**config.mk**
```make
export PLATFORM = sky130hd
export DESIGN_NAME = simon_sequencer
export DESIGN_NICKNAME = d
export VERILOG_FILES = /design/src/rtl/simon_sequencer.sv
export SDC_FILE = /design/constraint.sdc
export NUM_CORES = 1
export LEC_CHECK = 0
export CORE_ASPECT_RATIO = 0.8
export CORE_MARGIN = 5
export CORE_UTILIZATION = 50
export CTS_CLUSTER_SIZE = 24
export DETAILED_ROUTE_END_ITERATION = 8
export GPL_TIMING_DRIVEN = 0
export PLACE_DENSITY = 0.71
export SETUP_SLACK_MARGIN = 0.5
export SYNTH_ARGS = -nofsm -noshare
export SYNTH_HDL_FRONTEND = slang
export SYNTH_SLANG_ARGS = --single-unit
```
**constraint.sdc**
```tcl
create_clock -name CLK -period 2.4 [get_ports CLK]
set_clock_uncertainty 0.2 [all_clocks]
set_input_delay 0.6 -clock CLK [delete_from_list [all_inputs] [get_ports CLK]]
set_output_delay 0.6 -clock CLK [all_outputs]
set_load 0.02 [all_outputs]
```
**src/rtl/simon_sequencer.sv**
```systemverilog
// -----------------------------------------------------------------------------
// simon_sequencer
//   Memory-game sequencer. Grows a random colour sequence one entry per round,
//   replays it with a blank gap between colours, then checks the player's
//   entries (with an optional per-entry timeout). Keeps the score of the
//   current/last game and the best score since reset, and selects a timer
//   tempo that speeds up as the sequence grows.
//
// Ports
//   CLK, RST_N    clock, asynchronous active-low reset
//   START_GAME    start request, only honoured while idle
//   IN, IN_VALID  player colour and its one-cycle strobe
//   RAND          random colour, sampled when a new entry is appended
//   TIMER_PULSE   external timer period elapsed (one cycle)
//   TIMER_GO      restart the external timer (one cycle)
//   TEMPO         timer period select, 0 = slowest
//   OUT, OUT_ENA  colour to display and display enable
//   WIN, LOSE     result of the last game (levels)
//   HS            one-cycle pulse when a new high score is recorded
//   SCORE         completed rounds in the current/last game
//   HIGH_SCORE    best SCORE since reset
// -----------------------------------------------------------------------------
module simon_sequencer #(
    parameter int CW         = 2,
    parameter int DEPTH      = 32,
    parameter int TIMEOUT    = 8,
    parameter int SPEED_STEP = 8
) (
    input  logic                       CLK,
    input  logic                       RST_N,
    input  logic                       START_GAME,
    input  logic [CW-1:0]              IN,
    input  logic                       IN_VALID,
    input  logic [CW-1:0]              RAND,
    input  logic                       TIMER_PULSE,
    output logic                       TIMER_GO,
    output logic [1:0]                 TEMPO,
    output logic [CW-1:0]              OUT,
    output logic                       OUT_ENA,
    output logic                       WIN,
    output logic                       LOSE,
    output logic                       HS,
    output logic [$clog2(DEPTH+1)-1:0] SCORE,
    output logic [$clog2(DEPTH+1)-1:0] HIGH_SCORE
);

    localparam int SW = $clog2(DEPTH+1);
    localparam int IW = $clog2(DEPTH);
    localparam int TW = $clog2(TIMEOUT+2);
    // Divisor that is safe to elaborate even when the tempo feature is off.
    localparam int SS = (SPEED_STEP == 0) ? 1 : SPEED_STEP;
    localparam logic [TW-1:0] TMO_LAST = TW'(TIMEOUT-1);

    typedef enum logic [2:0] {
        S_IDLE, S_ADD, S_SHOW, S_GAP, S_INPUT, S_WIN, S_LOSE, S_END
    } state_t;

    state_t          state_q;
    logic [SW-1:0]   cnt_q;
    logic [IW-1:0]   i_q;
    logic [TW-1:0]   tmo_q;
    logic            go_q;
    logic [1:0]      tempo_q;
    logic [CW-1:0]   out_q;
    logic            ena_q;
    logic            win_q;
    logic            lose_q;
    logic            hs_q;
    logic [SW-1:0]   score_q;
    logic [SW-1:0]   high_q;
    logic [CW-1:0]   stack_q [DEPTH];

    logic [CW-1:0]   cur_colour;
    logic            last_entry;

    assign cur_colour = stack_q[i_q];
    assign last_entry = (SW'(i_q) + SW'(1)) == cnt_q;

    function automatic logic [1:0] tempo_of(input logic [SW-1:0] c);
        int q;
        q = int'(c) / SS;
        if (SPEED_STEP == 0) return 2'd0;
        return (q >= 3) ? 2'd3 : q[1:0];
    endfunction

    // Sequence storage needs no reset; only entries below cnt are ever read.
    always_ff @(posedge CLK) begin
        if (state_q == S_ADD && cnt_q != SW'(DEPTH))
            stack_q[cnt_q[IW-1:0]] <= RAND;
    end

    always_ff @(posedge CLK or negedge RST_N) begin
        if (!RST_N) begin
            state_q <= S_IDLE;
            cnt_q   <= '0;
            i_q     <= '0;
            tmo_q   <= '0;
            go_q    <= 1'b0;
            tempo_q <= '0;
            out_q   <= '1;
            ena_q   <= 1'b0;
            win_q   <= 1'b0;
            lose_q  <= 1'b0;
            hs_q    <= 1'b0;
            score_q <= '0;
            high_q  <= '0;
        end else begin
            go_q    <= 1'b0;
            hs_q    <= 1'b0;
            tempo_q <= tempo_of(cnt_q);
            case (state_q)
                S_IDLE: begin
                    ena_q <= 1'b0;
                    if (START_GAME) begin
                        win_q   <= 1'b0;
                        lose_q  <= 1'b0;
                        score_q <= '0;
                        cnt_q   <= '0;
                        state_q <= S_ADD;
                    end
                end
                S_ADD: begin
                    if (cnt_q == SW'(DEPTH)) begin
                        state_q <= S_WIN;
                    end else begin
                        cnt_q   <= cnt_q + SW'(1);
                        i_q     <= '0;
                        state_q <= S_SHOW;
                    end
                end
                S_SHOW: begin
                    // The display is always dark on entry, so a low enable
                    // marks the first cycle: light the colour and start the
                    // timer. A pulse in that cycle belongs to the old period.
                    if (!ena_q) begin
                        out_q <= cur_colour;
                        ena_q <= 1'b1;
                        go_q  <= 1'b1;
                    end else if (TIMER_PULSE) begin
                        ena_q   <= 1'b0;
                        go_q    <= 1'b1;
                        state_q <= S_GAP;
                    end
                end
                S_GAP: begin
                    if (TIMER_PULSE) begin
                        if (last_entry) begin
                            i_q     <= '0;
                            tmo_q   <= '0;
                            go_q    <= 1'b1;
                            state_q <= S_INPUT;
                        end else begin
                            i_q     <= i_q + IW'(1);
                            state_q <= S_SHOW;
                        end
                    end
                end
                S_INPUT: begin
                    // A player entry takes priority over a coincident tick.
                    if (IN_VALID) begin
                        if (IN == cur_colour) begin
                            tmo_q <= '0;
                            go_q  <= 1'b1;
                            if (last_entry) begin
                                score_q <= cnt_q;
                                state_q <= S_ADD;
                            end else begin
                                i_q <= i_q + IW'(1);
                            end
                        end else begin
                            state_q <= S_LOSE;
                        end
                    end else if (TIMER_PULSE && (TIMEOUT != 0)) begin
                        if (tmo_q == TMO_LAST) begin
                            state_q <= S_LOSE;
                        end else begin
                            tmo_q <= tmo_q + TW'(1);
                            go_q  <= 1'b1;
                        end
                    end
                end
                S_WIN: begin
                    win_q   <= 1'b1;
                    state_q <= S_END;
                end
                S_LOSE: begin
                    lose_q  <= 1'b1;
                    ena_q   <= 1'b0;
                    state_q <= S_END;
                end
                S_END: begin
                    if (score_q > high_q) begin
                        high_q <= score_q;
                        hs_q   <= 1'b1;
                    end
                    state_q <= S_IDLE;
                end
                default: state_q <= S_IDLE;
            endcase
        end
    end

    assign TIMER_GO   = go_q;
    assign TEMPO      = tempo_q;
    assign OUT        = out_q;
    assign OUT_ENA    = ena_q;
    assign WIN        = win_q;
    assign LOSE       = lose_q;
    assign HS         = hs_q;
    assign SCORE      = score_q;
    assign HIGH_SCORE = high_q;

endmodule

```
After elaboration in Yosys (flattened, before gate mapping)
Memories as Yosys holds them, arrays and structs flattened.
Index checks and enable logic that the tools add are counted.
- register bits after elaboration: 39
- memory bits (writable): 64
- input port bits: 9
- output and inout bits: 21
- word-level logic and storage cells: 121
- memories kept: 1
- memory list (memory ; depth ; bits a word ; rd ports ; clocked after memory_dff ; wr ports ; line ; source):
    stack_q ; 32 ; 2 ; 1 ; 0 ; 1 ; 71 ; logic [CW-1:0] stack_q [DEPTH];
- $add $sub $neg: 4
- order comparisons: 2
- equality and inequality tests: 27
- multiplexer cells: 53
- bitwise logic cells: 1
- reduce and logical (&&, ||, !) cells: 20
- operator list (operator ; number):
    $mux 3 ; 11
    $mux 5 ; 6
    $mux 6 ; 5
    $mux 4 ; 6
    $pmux 6 s2 ; 2
    $pmux 3 s7 ; 1
    $ne 2x2->1 const B ; 10
    $mux 1 ; 15
    $pmux 5 s3 ; 1
    $eq 3x3->1 const B ; 4
    $ne 3x3->1 const B ; 4
    $reduce_and 6->1 ; 2
    $reduce_bool 2->1 ; 6
    $pmux 4 s2 ; 1
    $reduce_and 2->1 ; 4
    $reduce_and 7->1 ; 1
    $add 5x1->6 const B ; 1
    $add 6x1->6 const B ; 1
    $eq 3x2->1 const B ; 2
    $eq 6x6->1 ; 1
    $eq 6x6->1 const B ; 1
    $gt 6x6->1 ; 1
    $ne 6x6->1 const B ; 1
    $pmux 1 s2 ; 3
    16 further kinds ; 17

Depth between registers and ports, before layout
Gate-level depths: netlist of run 1.
- word-level depth: 6
- gate-level depth with buffers: 11
- gate-level depth less buffers: 10

Worst setup path after synthesis of run 1
OpenSTA, ideal clock, no wires.
- path type: register -> register
- from: reg score_q[1] (netlist: SCORE[1])
- to: reg high_q[0] (netlist: HIGH_SCORE[0])
- setup time: 0.125 ns
- arrival time: 2.231 ns
- required time: 2.075 ns
- setup slack: -0.156 ns
- cell stages (with the launch flop): 11
- path buffers: 1
- period minus slack after synthesis: 2.556 ns
- cells stage by stage: dfrtp_1 ha_1 nor2b_1 o21a_1 o21a_1 o21ai_0 nand2b_1 a21oi_1 or4_1 clkbuf_1 mux2_2
- cells in the longest elaborated chain, start to end: 2
- ends and longest elaborated chain (what ; line ; source):
    from (decl) ; 69 ; logic [SW-1:0] score_q;
    from (signal assigned) ; 165 ; score_q <= cnt_q;
    $gt 6x6->1 ; 192 ; if (score_q > high_q) begin
    $reduce_and 2->1 (no line) ; n/a ;
    to (signal assigned) ; 193 ; high_q <= score_q;
    to (decl) ; 70 ; logic [SW-1:0] high_q;
Every way passes these cells.
A chain may end at the register's enable or synchronous reset.

Worst setup path after layout of run 1
- from: reg i_q[1]
- to: reg score_q[0] (netlist: SCORE[0])
- cells in the longest elaborated chain, start to end: 4
- elaborated cells on any way between the ends: 7
- classes of those cells: add/sub: 1; eq/ne: 4; reduce/logical: 1; memory: 1
- ends and longest elaborated chain (what ; line ; source):
    from (decl) ; 60 ; logic [IW-1:0] i_q;
    from (signal assigned) ; 153 ; i_q <= i_q + IW'(1);
    from (signal assigned) ; 168 ; i_q <= i_q + IW'(1);
    $mem_v2 32x2 / $add 5x1->6 (equally long branches) ; n/a ;
    $eq 2x2->1 / $eq 6x6->1 (equally long branches) ; 161, 77 ;
    $ne 2x2->1 (no line) ; n/a ;
    $reduce_and 5->1 (no line) * ; n/a ;
Mark *: on every way between the ends. The rest lies on a longest branch, timed or not.

==> results.json, run 1 <==
{
  "layout_setup_ws_ps": -417,
  "synth_ff_type": "edfxtp_1",
  "clk_latency_ps": 350,
  "antenna_found_initial": 0,
  "final_util_pct": 67.5,
  "drive_gt1_share_pct": 35.9,
  "total_power_mw": 7.66,
  "syn_inst": 452,
  "status": "finished with violations",
  "coreArea_um2": 10100,
  "clockBufferDepth": 2,
  "grt_use_total_pct": 22.6,
  "post-synth-top-area-fraction_pct": 37.6,
  "async_reset_ff_share_pct": 37.9,
  "cpMostUsedCell": "buf_6",
  "synth_edf_count": 64,
  "synth.largest_area_cell": "edfxtp_1",
  "syn_area_per_cell_um2": 11.3,
  "period_needed_ps": 2820,
  "drv_slew": 0,
  "worst_pin_slew_ps": 1090,
  "layout.cells.non_filler": 667,
  "die_h_um": 100,
  "gp_congestion": 0.861,
  "synth_area_um2": 5110,
  "fin_crit_sh_pct": 117,
  "crit_family": "simple AND/OR/NAND/NOR gates",
  "via_per_inst": 5.90,
  "die_w_um": 123,
  "ys_types": 59,
  "design.die.area_um2": 12400,
  "power_frac_clock_pct": 19.2,
  "routedWlPerCell_um": 19.7,
  "cp.arrival_ps": 2910,
  "crit_fanout": 7,
  "start_kind": "register",
  "cts_inserted_buffers": 9,
  "ctsHtreeMaxLevel": 3,
  "p_int_mw": 4.61,
  "synth.area.top_cells": "edfxtp_1 (38%), dfrtp_1 (18%), mux2i_1 (5.7%)",
  "rrSetupSlack_ps": -420,
  "firstDrtPassIters": 5,
  "hold-path-endpoint": "OUT[0]",
  "dpl.hpwl_mm": 8.42,
  "reg2reg_depth": 11,
  "reg2reg_to": "SCORE[0]",
  "drt-total-wl_mm": 13.2,
  "area_delta_synth_final_pct": 33.5,
  "critPathMaxStageDelay_ps": 470,
  "syn_nets": 473,
  "placedCellCount": 621,
  "p_seq_share_pct": 31.6,
  "clock_sinks": 103,
  "yosysWarnings": 0,
  "slowest_stage": "dfrtp_2",
  "power_density_nw_per_um2": 1120,
  "cts_tree": "done",
  "power_frac_comb_pct": 49.3,
  "synth-seq-cells": 103,
  "critPathBufInv": 4,
  "rows": 33,
  "timing.hold.ws_ps": 305,
  "cts_root_buf": "clkbuf_16",
  "maxSlewHeadroom_pct": 27.1,
  "num_vias": 3938,
  "drt_iter0_drc": 311,
  "hold_violations": 0,
  "path_class": "reg2reg",
  "start_util_pct": 50.6,
  "drc": 0,
  "end_kind": "register",
  "violations": "negative setup slack",
  "fmax_mhz": 355,
  "grt_pass1_wl_mm": 21.1,
  "swShare_pct": 39.8,
  "setup.worst_path.start": "i_q[1]",
  "antenna_left": 0,
  "diodes": 0,
  "ioPinCount": 30,
  "p_switching_mw": 3.05,
  "whs_path_depth": 2,
  "grt_setup_unrepaired": "yes",
  "path_depth": 11,
  "rr_startpoint": "i_q[1]",
  "p_leak_nw": 2.57,
  "vdd_ir_drop_max_mv": 0.542,
  "grt_max_degree": 33,
  "required_ps": 2490,
  "cp_cell_sequence": "buf_6 -> buf_16 -> buf_4 -> mux2i_1 -> a22oi_2 -> a31oi_4 -> and4b_1 -> o22ai_4 -> buf_6 -> or4_4 -> nand3_2",
  "cap_viol_max_count": 0,
  "finalNetCount": 543,
  "setup_viol": 25,
  "hold_start": "OUT[0]",
  "grt_pass1_vias": 3884,
  "clk_pin_slew_ps": 70,
  "portBuffers": 28,
  "min_path_type": "reg2reg",
  "yosysSeqAreaShare_pct": 56.7,
  "overflow": 0
}
state kept, by name, summed over array words and instances (netlist names):
name        count
TEMPO           2
SCORE           6
OUT             2
stack_q        64
OUT_ENA         1
HS              1
LOSE            1
WIN             1
cnt_q           6
tmo_q           4
TIMER_GO        1
HIGH_SCORE      6
state_q         3
i_q             5
synthesized netlist by cell type, types with 6 or more instances:
cell and count:
edfxtp_1 64, nor2_1 54, dfrtp_1 37, nand2_1 34
mux2i_1 29, nand3_1 22, inv_1 21, o21ai_0 19
a21oi_1 15, ha_1 12, clkbuf_1 10, a31oi_1 9
mux2_2 9, a22oi_1 7, buf_6 6, nor2b_1 6
nor3_1 6
worst min-delay path, delay by kind of cell, from the launching register on:
kind	cells	cell delay (ps)
AOI/OAI and AO/OA	1	40
DFF	1	370
and+or+nand+nor	1	90
layout by cell type (no fill, tap or decap), drive strengths merged, types with 5 or more instances in the layout:
cell type | netlist | routed
a211oi | 6 | 6
a21oi | 15 | 15
a22o | 5 | 5
a22oi | 7 | 7
a31oi | 9 | 9
and3 | 6 | 6
buf | 10 | 47
clkbuf | 11 | 19
clkdlybuf4s15 | 0 | 8
dfrtp | 37 | 37
dlygate4sd2 | 0 | 9
edfxtp | 64 | 64
ha | 12 | 12
inv | 21 | 22
mux2 | 10 | 10
mux2i | 29 | 29
nand2 | 34 | 34
nand3 | 22 | 22
nor2 | 55 | 55
nor2b | 6 | 6
nor3 | 7 | 7
o21a | 5 | 5
o21ai | 21 | 21
worst max-delay path by stage:
| stage | endpoint | slack, ps |
|---|---|---|
| after global routing | SCORE[5] | -450 |
| after CTS | SCORE[5] | -280 |
| final | SCORE[0] | -420 |
| after floorplan | HIGH_SCORE[1] | -30 |
| after detailed placement | SCORE[3] | -760 |
| after global placement | SCORE[2] | -700 |
cells by family (layout without fill, tap and decap cells):
group	count (synthesis)	after routing	synth area share, %
adders and majority gates	12	12	2.94
AOI/OAI and AO/OA	96	96	12.9
DFF	103	103	56.7
buffers and inverters	42	117	4.14
muxes	39	39	7.88
xor gates and xnor gates	6	6	1.03
and+or+nand+nor	154	154	14.4
per-layer routing:
layer | track usage [%] | wire length [um]
met4 | 6.64 | 190
met5 | 0 | 0
met2 | 32.8 | 6070
met3 | 5.11 | 940
met1 | 33.9 | 5950
final cells by class:
class	instances	area (um2)
clock inverter	7	71.3
tap	140	175
inverter	21	78.8
fill	741	3290
multi-input combinational	307	2570
buffer	21	198
timing repair buffer	59	599
clock buffer	9	225
sequential	103	2910
per-stage QoR:
stage	cell area, um2	setup TNS (ps)	setup slack (ps)
after global placement	5930	-28370	-700
after global routing	6830	-9710	-454
after CTS	6690	-3430	-277
after floorplan	5470	-175	-30.2
after detailed placement	5940	-11330	-759
final	6830	-6370	-417
power groups by stage:
| stage | sequential, mW | clock (mW) | combinational [mW] |
|---|---|---|---|
| global route | 2.45 | 1.57 | 4.07 |
| global placement | 2.42 | 0 | 2.92 |
| floorplan | 2.49 | 0 | 2.06 |
| CTS | 2.40 | 1.49 | 3.53 |
| detailed placement | 2.43 | 0 | 2.96 |
| finish | 2.42 | 1.47 | 3.77 |
timing repair:
action | 4_1_cts | 5_1_grt
buffers inserted | 20 | 4
hold endpoints to repair | 11 | 0
endpoints found under the setup margin | 183 | 110
hold buffers | 1 | 0
gates resized for setup | 88 | 42
gates cloned | 5 | 0
pin swaps | 25 | 5
Note: power is estimated with default switching activity, not from simulation.
==> run 2, diff against run 1 <==
--- a/config.mk
+++ b/config.mk
@@ -13,6 +13,7 @@
 export GPL_TIMING_DRIVEN = 0
 export PLACE_DENSITY = 0.71
 export SETUP_SLACK_MARGIN = 0.5
+export SKIP_LAST_GASP = 1
 export SYNTH_ARGS = -nofsm -noshare
 export SYNTH_HDL_FRONTEND = slang
 export SYNTH_SLANG_ARGS = --single-unit
==> run 2 against run 1 <==
Effect of this change: the flow still finishes with violations (negative setup slack); core utilization up 0.17 points; cell area increased by 0.26%; global-route usage fell by 0.11 points; setup slack better by 14 ps; register-to-register slack hardly changed; sequential cell count is the same; largest cell class unchanged; largest power group unchanged.
==> results.json, run 2 (same netlist as run 1, synthesis figures left out) <==
{
  "setup_viol": 25,
  "overflow": 0,
  "grt_setup_unrepaired": "yes",
  "clock_sinks": 103,
  "ioPinCount": 30,
  "drt_iter0_drc": 310,
  "antenna_left": 0,
  "p_leak_nw": 2.50,
  "cap_viol_max_count": 0,
  "final_cell_mix": "edfxtp_1 (64), dfrtp_1 (31), mux2i_1 (28), nand2_1 (26), clkdlybuf4s50_1 (26)",
  "total_power_mw": 7.71,
  "grt_pass1_wl_mm": 21.0,
  "cts_root_buf": "clkbuf_16",
  "period_needed_ps": 2800,
  "portBuffers": 28,
  "timing.hold.ws_ps": 306,
  "dpl_cell_area_um2": 5940,
  "cts_tree": "done",
  "clk_pin_slew_ps": 70,
  "drv_slew": 0,
  "dpl.hpwl_mm": 8.42,
  "power_density_nw_per_um2": 1130,
  "vdd_ir_drop_max_mv": 0.541,
  "num_vias": 3940,
  "grt_util_met2_pct": 32.7,
  "end_kind": "register",
  "die_h_um": 100,
  "ctsHtreeMaxLevel": 3,
  "min_path_type": "reg2reg",
  "rows": 33,
  "drive_gt1_share_pct": 33.8,
  "fin_crit_sh_pct": 117,
  "gp_congestion": 0.861,
  "design.die.area_um2": 12400,
  "drt-total-wl_mm": 13.1,
  "worst_pin_slew_ps": 1110,
  "area_delta_synth_final_pct": 33.9,
  "crit_fanout": 7,
  "cp.arrival_ps": 2890,
  "grt_use_total_pct": 22.5,
  "top_usage_layer": "met1",
  "antenna_found_initial": 0,
  "largest_reg_flops": 64,
  "grt_max_degree": 33,
  "design_area_um2": 6850,
  "required_ps": 2490,
  "cp_cell_sequence": "buf_6 -> buf_16 -> buf_4 -> mux2i_1 -> a22oi_2 -> a31oi_4 -> and4b_1 -> o22ai_4 -> buf_6 -> or4_4 -> nand3_2",
  "critPathBufInv": 4,
  "pre_cts_slack_ps": -759,
  "grt_pass1_vias": 3873,
  "maxSlewHeadroom_pct": 25.8,
  "clk_latency_ps": 350,
  "status": "finished with violations",
  "routedWlPerCell_um": 19.6,
  "hold_violations": 0,
  "cts_inserted_buffers": 9,
  "die_w_um": 123,
  "start_util_pct": 50.6,
  "start_kind": "register",
  "nFillCells": 736,
  "grt_use_met1_pct": 33.9,
  "slowest_stage": "dfrtp_2",
  "drc": 0,
  "cpMostUsedCell": "buf_6",
  "clockBufferDepth": 2,
  "diodes": 0,
  "met3_usage_pct": 4.99,
  "setup.worst_path.start": "i_q[1]",
  "critPathMaxStageDelay_ps": 470,
  "violations": "negative setup slack",
  "via_per_inst": 5.91,
  "layout_setup_ws_ps": -403,
  "finalNetCount": 543,
  "crit_family": "simple AND/OR/NAND/NOR gates",
  "coreArea_um2": 10100,
  "rr_startpoint": "i_q[1]",
  "hold_start": "OUT[0]",
  "fmax_mhz": 357,
  "firstDrtPassIters": 5,
  "path_class": "reg2reg",
  "final_common_cell": "edfxtp_1"
}
[run 2: cell count changes in the layout (fill, tap and decap cells not counted), moves of 2 or more]
cell,before,now
dlymetal6s2s_1,2,0
clkdlybuf4s15_2,4,0
clkdlybuf4s50_1,3,26
buf_2,9,6
dlygate4sd2_1,9,1
clkdlybuf4s15_1,4,0
[run 2: through the flow]
step	instances	utilization [%]	setup TNS (ps)
CTS	663	66.3	-3430
detailed placement	621	58.8	-11330
global route	667	67.7	-9740
floorplan	452	-	-175
finish	667	67.7	-6140
global placement	620	58.6	-28370
[run 2: what timing repair did]
action / in CTS / in global routing
pin swaps: 25 / 5
endpoints found under the hold margin: 11 / 0
setup buffers: 20 / 4
hold buffers: 1 / 0
resized for setup: 44 / 36
endpoints found under the setup margin: 183 / 183
gates cloned: 5 / 0
[run 2: power breakdown]
part           switching [mW]  leakage, nW  internal, mW
combinational            2.10         1.30          1.72
clock                   0.658        0.134         0.807
sequential              0.277         1.07          2.14
[run 2: final cells by class]
| cell class | instances | area, um2 | area share [%] |
|---|---|---|---|
| timing repair buffer | 59 | 622 | 9.08 |
| inverter | 21 | 78.8 | 1.15 |
| sequential | 103 | 2910 | 42.5 |
| tap | 140 | 175 | 2.56 |
| multi-input combinational | 307 | 2570 | 37.5 |
| clock inverter | 7 | 71.3 | 1.04 |
| buffer | 21 | 198 | 2.89 |
| clock buffer | 9 | 225 | 3.29 |
[run 2: worst reg2reg max path, stage by stage (launching register included)]
cell     delay (ps)
dfrtp_2         470
buf_6           150
buf_16          130
buf_4           130
mux2i_1         220
a22oi_2         140
a31oi_4         220
and4b_1         280
o22ai_4         130
buf_6           170
or4_4           420
nand3_2          80
[run 2: final timing paths]
path	to	slack, ps	cells past startpoint
min	OUT[0]	310	2
min reg2reg	OUT[0]	310	2
min in group asynchronous	cnt_q[4]	500	2
max	SCORE[0]	-400	11
max reg2reg	SCORE[0]	-400	11
max in group asynchronous	cnt_q[0]	1020	3
[run 2: layer usage]
metal	vias up	part of all wire, %
li1	1816	-
met3	21	7.1
met4	0	1.2
met1	1955	45
met2	148	47
met5	-	0
